[src/rtl/mem_arbiter.sv]
// Single-port memory arbiter between instruction fetch (I) and data load/store (D).
// Define MEM_ARB_RR_EN for round-robin arbitration; otherwise D has fixed priority over I.
module mem_arbiter #(
    parameter int unsigned ADDR_W  = 32,
    parameter int unsigned DATA_W  = 32,
    parameter int unsigned TIMEOUT = 64
) (
    input  logic                  clk,
    input  logic                  reset,
    input  logic                  i_req,
    input  logic [ADDR_W-1:0]     i_addr,
    output logic                  i_ack,
    output logic [DATA_W-1:0]     i_rdata,
    output logic                  i_err,
    input  logic                  d_req,
    input  logic                  d_we,
    input  logic [ADDR_W-1:0]     d_addr,
    input  logic [DATA_W-1:0]     d_wdata,
    input  logic [DATA_W/8-1:0]   d_wmask,
    output logic                  d_ack,
    output logic [DATA_W-1:0]     d_rdata,
    output logic                  d_err,
    output logic                  mem_req,
    output logic                  mem_we,
    output logic [ADDR_W-1:0]     mem_addr,
    output logic [DATA_W-1:0]     mem_wdata,
    output logic [DATA_W/8-1:0]   mem_wmask,
    input  logic                  mem_ready,
    input  logic [DATA_W-1:0]     mem_rdata,
    output logic                  busy
);

    localparam int unsigned MASK_W = DATA_W / 8;
    localparam int unsigned CNT_W  = (TIMEOUT > 1) ? $clog2(TIMEOUT) : 1;
    localparam logic [CNT_W-1:0] CNT_LAST = (TIMEOUT > 0) ? CNT_W'(TIMEOUT - 1) : '0;

    typedef enum logic [1:0] {
        IDLE    = 2'd0,
        GRANT_I = 2'd1,
        GRANT_D = 2'd2
    } state_t;

    state_t              state_q, state_d;
    logic [CNT_W-1:0]    cnt_q, cnt_d;
    logic                mem_req_q, mem_req_d;
    logic                mem_we_q, mem_we_d;
    logic [ADDR_W-1:0]   mem_addr_q, mem_addr_d;
    logic [DATA_W-1:0]   mem_wdata_q, mem_wdata_d;
    logic [MASK_W-1:0]   mem_wmask_q, mem_wmask_d;
    logic                i_ack_q, i_ack_d;
    logic                d_ack_q, d_ack_d;
    logic                i_err_q, i_err_d;
    logic                d_err_q, d_err_d;
    logic [DATA_W-1:0]   i_rdata_q, i_rdata_d;
    logic [DATA_W-1:0]   d_rdata_q, d_rdata_d;
    logic                busy_q, busy_d;

    logic                i_elig;
    logic                d_elig;
    logic                pick_d;
    logic                timeout_hit;

    // A requester still holding req during its own ack cycle is not a new request.
    assign i_elig = i_req && !i_ack_q;
    assign d_elig = d_req && !d_ack_q;

`ifdef MEM_ARB_RR_EN
    logic rr_q, rr_d;  // 1: D wins the next tie, 0: I wins

    assign pick_d = d_elig && (!i_elig || rr_q);
`else
    assign pick_d = d_elig;
`endif

    assign timeout_hit = (TIMEOUT != 0) && (cnt_q == CNT_LAST);

    // Next-state and registered-output logic
    always_comb begin
        state_d     = state_q;
        cnt_d       = cnt_q;
        mem_req_d   = mem_req_q;
        mem_we_d    = mem_we_q;
        mem_addr_d  = mem_addr_q;
        mem_wdata_d = mem_wdata_q;
        mem_wmask_d = mem_wmask_q;
        busy_d      = busy_q;
        i_ack_d     = 1'b0;
        d_ack_d     = 1'b0;
        i_err_d     = 1'b0;
        d_err_d     = 1'b0;
        i_rdata_d   = i_rdata_q;
        d_rdata_d   = d_rdata_q;
`ifdef MEM_ARB_RR_EN
        rr_d        = rr_q;
`endif

        case (state_q)
            IDLE: begin
                if (i_elig || d_elig) begin
                    mem_req_d = 1'b1;
                    busy_d    = 1'b1;
                    cnt_d     = '0;
                    if (pick_d) begin
                        state_d     = GRANT_D;
                        mem_we_d    = d_we;
                        mem_addr_d  = d_addr;
                        mem_wdata_d = d_wdata;
                        mem_wmask_d = d_wmask;
                    end else begin
                        state_d     = GRANT_I;
                        mem_we_d    = 1'b0;
                        mem_addr_d  = i_addr;
                        mem_wdata_d = '0;
                        mem_wmask_d = '0;
                    end
`ifdef MEM_ARB_RR_EN
                    rr_d = !pick_d;
`endif
                end
            end

            GRANT_I, GRANT_D: begin
                // mem_ready in the last allowed cycle wins over the watchdog
                if (mem_ready || timeout_hit) begin
                    state_d   = IDLE;
                    cnt_d     = '0;
                    mem_req_d = 1'b0;
                    busy_d    = 1'b0;
                    if (state_q == GRANT_D) begin
                        d_ack_d   = 1'b1;
                        d_err_d   = !mem_ready;
                        d_rdata_d = mem_ready ? mem_rdata : '0;
                    end else begin
                        i_ack_d   = 1'b1;
                        i_err_d   = !mem_ready;
                        i_rdata_d = mem_ready ? mem_rdata : '0;
                    end
                end else if (TIMEOUT != 0) begin
                    cnt_d = cnt_q + CNT_W'(1);
                end
            end

            default: begin
                state_d = IDLE;
            end
        endcase
    end

    // State and output registers
    always_ff @(posedge clk) begin
        if (reset) begin
            state_q     <= IDLE;
            cnt_q       <= '0;
            mem_req_q   <= 1'b0;
            mem_we_q    <= 1'b0;
            mem_addr_q  <= '0;
            mem_wdata_q <= '0;
            mem_wmask_q <= '0;
            busy_q      <= 1'b0;
            i_ack_q     <= 1'b0;
            d_ack_q     <= 1'b0;
            i_err_q     <= 1'b0;
            d_err_q     <= 1'b0;
            i_rdata_q   <= '0;
            d_rdata_q   <= '0;
`ifdef MEM_ARB_RR_EN
            rr_q        <= 1'b1;
`endif
        end else begin
            state_q     <= state_d;
            cnt_q       <= cnt_d;
            mem_req_q   <= mem_req_d;
            mem_we_q    <= mem_we_d;
            mem_addr_q  <= mem_addr_d;
            mem_wdata_q <= mem_wdata_d;
            mem_wmask_q <= mem_wmask_d;
            busy_q      <= busy_d;
            i_ack_q     <= i_ack_d;
            d_ack_q     <= d_ack_d;
            i_err_q     <= i_err_d;
            d_err_q     <= d_err_d;
            i_rdata_q   <= i_rdata_d;
            d_rdata_q   <= d_rdata_d;
`ifdef MEM_ARB_RR_EN
            rr_q        <= rr_d;
`endif
        end
    end

    assign mem_req   = mem_req_q;
    assign mem_we    = mem_we_q;
    assign mem_addr  = mem_addr_q;
    assign mem_wdata = mem_wdata_q;
    assign mem_wmask = mem_wmask_q;
    assign busy      = busy_q;
    assign i_ack     = i_ack_q;
    assign d_ack     = d_ack_q;
    assign i_err     = i_err_q;
    assign d_err     = d_err_q;
    assign i_rdata   = i_rdata_q;
    assign d_rdata   = d_rdata_q;

endmodule

[config.mk]
export PLATFORM = sky130hd
export DESIGN_NAME = mem_arbiter
export DESIGN_NICKNAME = d
export VERILOG_FILES = /design/src/rtl/mem_arbiter.sv
export SDC_FILE = /design/constraint.sdc
export NUM_CORES = 1
export LEC_CHECK = 0
export ABC_AREA = 0
export CAP_MARGIN = 15
export CORE_MARGIN = 2
export CORE_UTILIZATION = 40
export CTS_CLUSTER_DIAMETER = 80
export DETAILED_ROUTE_END_ITERATION = 16
export DONT_BUFFER_PORTS = 1
export GPL_TIMING_DRIVEN = 1
export PLACE_DENSITY = 0.67
export SLEW_MARGIN = 20
export SYNTH_ARGS = -nofsm -noshare
export SYNTH_HDL_FRONTEND = slang
export SYNTH_SLANG_ARGS = --single-unit
[constraint.sdc]
create_clock -name clk -period 1.55 [get_ports clk]
set_input_delay 0.155 -clock clk [delete_from_list [all_inputs] [get_ports clk]]
set_output_delay 0.155 -clock clk [all_outputs]
set_load 0.1 [all_outputs]
; Word level (Yosys, flattened, before mapping)
; Index checks and enable logic that the tools add are counted.
[op_classes]
bitwise_logic = 3
n_eq_ne = 5
reduce_logical = 19
addsub = 1
muxes = 17
[ops]
columns = operator, count
row1 = $mux 32, 3
row2 = $mux 6, 2
row3 = $pmux 6 s2, 1
row4 = $reduce_and 3->1, 3
row5 = $reduce_or 4->1, 2
row6 = $add 6x1->6 const B, 1
row7 = $eq 6x6->1 const B, 1
row8 = $mux 2, 3
row9 = $reduce_and 2->1, 3
row10 = $mux 1, 5
row11 = $mux 4, 1
row12 = $ne 2x2->1 const B, 2
row13 = $pmux 2 s2, 1
row14 = $logic_not 1->1, 3
row15 = $not 1->1, 3
row16 = $reduce_or 3->1, 1
row17 = $eq 2x1->1 const B, 1
row18 = $eq 2x2->1 const B, 1
row19 = $logic_and 1x1->1, 2
row20 = $logic_not 2->1, 1
row21 = $logic_or 1x1->1, 2
row22 = $pmux 1 s2, 1
row23 = $reduce_bool 2->1, 1
row24 = $reduce_or 2->1, 1
[word_totals]
regBits = 146
input_bits = 138
elab_cells = 58

; Logic depth before layout (Yosys ltp)
[logic_depth]
ltp_word = 5
mapped_depth = 8
mapped_depth_nobuf = 6

; Least setup slack after synthesis
; No wires, ideal clock.
[synth_timing]
path_type = register to register
startpoint = register d_ack_q, in the netlist d_ack
endpoint = register mem_wdata_q[0], in the netlist mem_wdata[0]
slack_ns = -0.512
setup_time_ns = 0.128
required_time_ns = 1.422
path_buffers = 3
synth_period_minus_slack_ns = 2.062
path_stages_with_launch = 8
t_arrival_ns = 1.935
cell_sequence = dfxtp_1 > nand2b_1 > buf_2 > nor2_1 > buf_2 > buf_2 > a22oi_1 > nor2_1
[synth_via]
elab_chain_cells = 4
elab_cells_between_ends = 5
classes_between = 1 x mux / 4 x reduce/logical
[synth_lines]
columns = element, line
row1 = "start, declared", 51  ; logic d_ack_q, d_ack_d;
row2 = "start signal, assigned", 179  ; d_ack_q <= d_ack_d;
row3 = $logic_not 1->1 (*), 65  ; assign d_elig = d_req && !d_ack_q;
row4 = $logic_and 1x1->1 (*), 65
row5 = $logic_or 1x1->1, 99  ; if (i_elig || d_elig) begin
row6 = $reduce_and 2->1 (no line), n/a
row7 = "end signal, assigned", 175  ; mem_wdata_q <= mem_wdata_d;
row8 = "end, declared", 48  ; logic [DATA_W-1:0] mem_wdata_q, mem_wdata_d;
; Every way passes the cells marked *; elsewhere a longest branch is shown, timed or not.
; A chain may end at the register's enable or synchronous reset.

; Final worst setup path
[layout_timing]
startpoint = register state_q[1]
endpoint = register cnt_q[1]
[layout_via]
elab_chain_cells = 4
elab_cells_between_ends = 8
classes_between = 3 x eq/ne / 1 x mux / 4 x reduce/logical
[layout_lines]
columns = element, line
row1 = "start, declared", 43  ; state_t state_q, state_d;
row2 = "start signal, assigned", 170  ; state_q <= state_d;
row3 = $eq 2x2->1 / $eq 2x1->1 (equally long branches), 97  ; case (state_q)
row4 = $reduce_or 2->1, 97
row5 = $reduce_bool 2->1 (no line), n/a
row6 = $reduce_and 2->1 (no line), n/a
row7 = "end signal, assigned", 171  ; cnt_q <= cnt_d;
row8 = "end, declared", 44  ; logic [CNT_W-1:0] cnt_q, cnt_d;
; Parallel ways exist; a longest one is shown, timed or not.

==> out/results.txt <==
Status: complete, but fails checks
Failing checks: hold timing
ANT nets after route: 0
Core footprint: 13300 µm²
Ant diodes: 0
Post-DP HPWL: 10.9 mm
Synth area leader: dfxtp_1
Final setup margin: 0.00862 ns
Mapped Avg Cell Area: 9.08 µm²
Peak per-stage delay on the critical path: 0.34 ns
Die area: 14600 µm²
Setup TNS: 0 ns
Synth top area cells: dfxtp_1, a32o_1, nor2_1
Synth Area in Adders: 0.00916
Largest family of logic cells by synthesized area: compound AO/OA/AOI/OAI gates
Vias per cell: 5.66
Compound-gate portion of the synthesized area: 0.247
Worst-margin pin slew: 0.369 ns
Fillcell total: 1117
Grt met2 use: 0.365
Seq/Total Area, Yosys: 0.535
WL/cell: 17.9 µm
Pins Over Slew Limit: 0
Slowest CP cell: ha_4
FMAX: 0.649 GHz
Via count: 5421
Clk sink count: 146
Fin. Hold Viols: 105
First-pass GRT wire length: 24.8 mm
Busiest grt layer: met2
CP startpoint kind: flop
FF/Latch Area: 2930 µm²
DRC: 0
RSZ-0062 raised after global routing: true
Number of flops mapped to enable cells by yosys: 0
Rel. slew slack: 0.754
Core Rows: 42
Simple-gate share of the synthesized area: 0.149
Wirelength, routed: 17.1 mm
Met3 GRT Util: 0.0648
Clk Latency, worst-skew pair: 0.41 ns
Post-Synthesis Cells: 602
Met1 usage: 0.240
Placed Area: 6810 µm²
Async SR Flop Fraction: 0
Total track usage: 0.211
Hold_buf cts: 34
Area occupied by multi-input gates: 2380 µm²
Initial DRC Count: 329
Initial Util: 0.411
Max cap viols: 0
Lkg Pwr: 0.00327 µW
Drt first pass iters: 6
Hold Crit Depth: 1
Syn. warnings: 0
Setup Crit Path Kind: flop to flop
Die H: 121 µm
Crit path DAT: 1.84 ns
Setup Skew: 0.00770 ns
Synthesis-stage register bit count: 146
IO Count: 277
Worst hold margin: -0.164 ns
Post-synthesis xor/xnor area fraction: 0.00481
Final Setup Violations: 0
Clk pin slew, worst setup/hold paths: 0.06 ns
Num CTS Buffers: 17
Mux contribution to synthesized area: 0.00183
Most used flip-flop cell after synthesis: dfxtp_1
# port buffers: 0
Worst R2R Path Depth: 7
Place WS: -0.168 ns
Die X: 121 µm
Initial antenna violation count: 0
Worst-path fanout max: 9
Syn_nets: 744
Commonest cells in the netlist: dfxtp_1, nor2_1, nand2_1, a21oi_1, a22oi_1
Crit share post-route: 0.994
Layout cells sized above 1: 0.298
Worst setup EP type: flop
HP Class: input port to flop
Synth top area share: 0.535
Max clock buf depth: 2
Pin count of the biggest net entering global routing: 110
CTS tree: built
Design Area, Final: 7980 µm²
Tmin final: 1.54 ns
Total power density per cell area: 1540 nW/µm²
Vias in the first global route: 4989
Remaining Overflow, GRT: 0
H-tree depth: 4
Root Buffer: clkbuf_16
Library cells used by synthesis: 35
Layout area overhead: 46.1%
Top-count cell post-synth: dfxtp_1
Mapped cell area: 5460 µm²
Final nets: 910
CP cell instances: inv_1 > ha_4 > nor2_4 > a31oi_2 > buf_4 > mux2i_1 > nor2_1
Req. time, crit path: 1.85 ns
Routability cong.: 0.875
Worst vdd rail ir drop: 0.930 mV
## logic make-up after synthesis
| logic type | count (synthesis) |
|---|---|
| XOR/XNOR | 3 |
| buffers and inverters | 67 |
| adder cells (fa/ha/maj) | 4 |
| flip-flops | 146 |
| multiplexers | 1 |
| AO/OA/AOI/OAI | 187 |
| AND/OR/NAND/NOR | 194 |
## where the power goes
part | total (µW) | internal, µW | switching (µW)
clock network | 4100 | 2590 | 1510
registers | 4220 | 4050 | 169
logic | 3940 | 1010 | 2940
total | 12300 | 7650 | 4610
## metrics by stage
stage | hold WS (ns) | util | total power [µW] | instances
2_1_floorplan | 0.314 | - | 7180 | 602
3_3_place_gp | 0.237 | 0.512 | 7850 | 883
3_5_place_dp | 0.237 | 0.512 | 7930 | 883
4_1_cts | -0.203 | 0.587 | 12200 | 950
5_1_grt | -0.205 | 0.601 | 12700 | 957
6_report | -0.164 | 0.601 | 12300 | 957
## metal layers
layer / wire length (µm) / vias to the layer above
li1: - / 2510
met4: 486 / 0
met1: 6650 / 2578
met5: 0 / -
met2: 8650 / 293
met3: 1320 / 40
## layout make-up
class                      count  area share
sequential                   146       0.367
tap                          176      0.0276
clock inverter                 8      0.0124
timing repair buffer         207       0.229
clock buffer                  24      0.0630
multi-input combinational    389       0.298
inverter                       7     0.00329
## worst max-delay path, delay by kind of cell, from the launching register on
family          cells  cell delay [ns]
fa+ha+maj           1             0.34
flops               1             0.33
buf+inv             2             0.26
mux                 1             0.21
compound gates      1             0.19
simple gates        2             0.11
## worst paths after layout
kind,slack [ns],endpoint,startpoint
setup / recovery,0.009,cnt_q[1],state_q[1]
hold / removal,-0.16,d_rdata[6],reset
setup reg to reg,0.009,cnt_q[1],state_q[1]
hold reg to reg,0.48,d_rdata[2],d_rdata[2]
## layout by cell type (no fill, tap or decap), types with 3 or more instances in the layout
| cell type | count |
|---|---|
| a21oi_1 | 36 |
| a22oi_1 | 37 |
| a311oi_1 | 29 |
| a311oi_2 | 3 |
| a32o_1 | 32 |
| buf_12 | 10 |
| buf_4 | 158 |
| buf_6 | 3 |
| clkbuf_1 | 3 |
| clkbuf_16 | 21 |
| clkbuf_8 | 3 |
| clkinv_2 | 3 |
| dfxtp_1 | 141 |
| dfxtp_2 | 3 |
| dlygate4sd3_1 | 33 |
| inv_1 | 6 |
| nand2_1 | 68 |
| nand3_1 | 34 |
| nor2_1 | 74 |
| nor3_1 | 3 |
| o21ai_0 | 31 |
| o21ai_1 | 4 |
| xnor2_1 | 3 |
## repair_timing
action                     4_1_cts  5_1_grt
setup buffers                    1        3
pin swaps                        3        6
hold endpoints to repair       139      105
setup endpoints to repair       71       70
gates cloned                     0        4
gates resized for setup          6       25
## registers in the layout, indices dropped and copies added, names as in the netlist, 2 cells and up
signal	flops
cnt_q	6
d_rdata	32
i_rdata	32
mem_addr	32
mem_wdata	32
mem_wmask	4
state_q	2
Note: power is estimated with default switching activity, not from simulation.
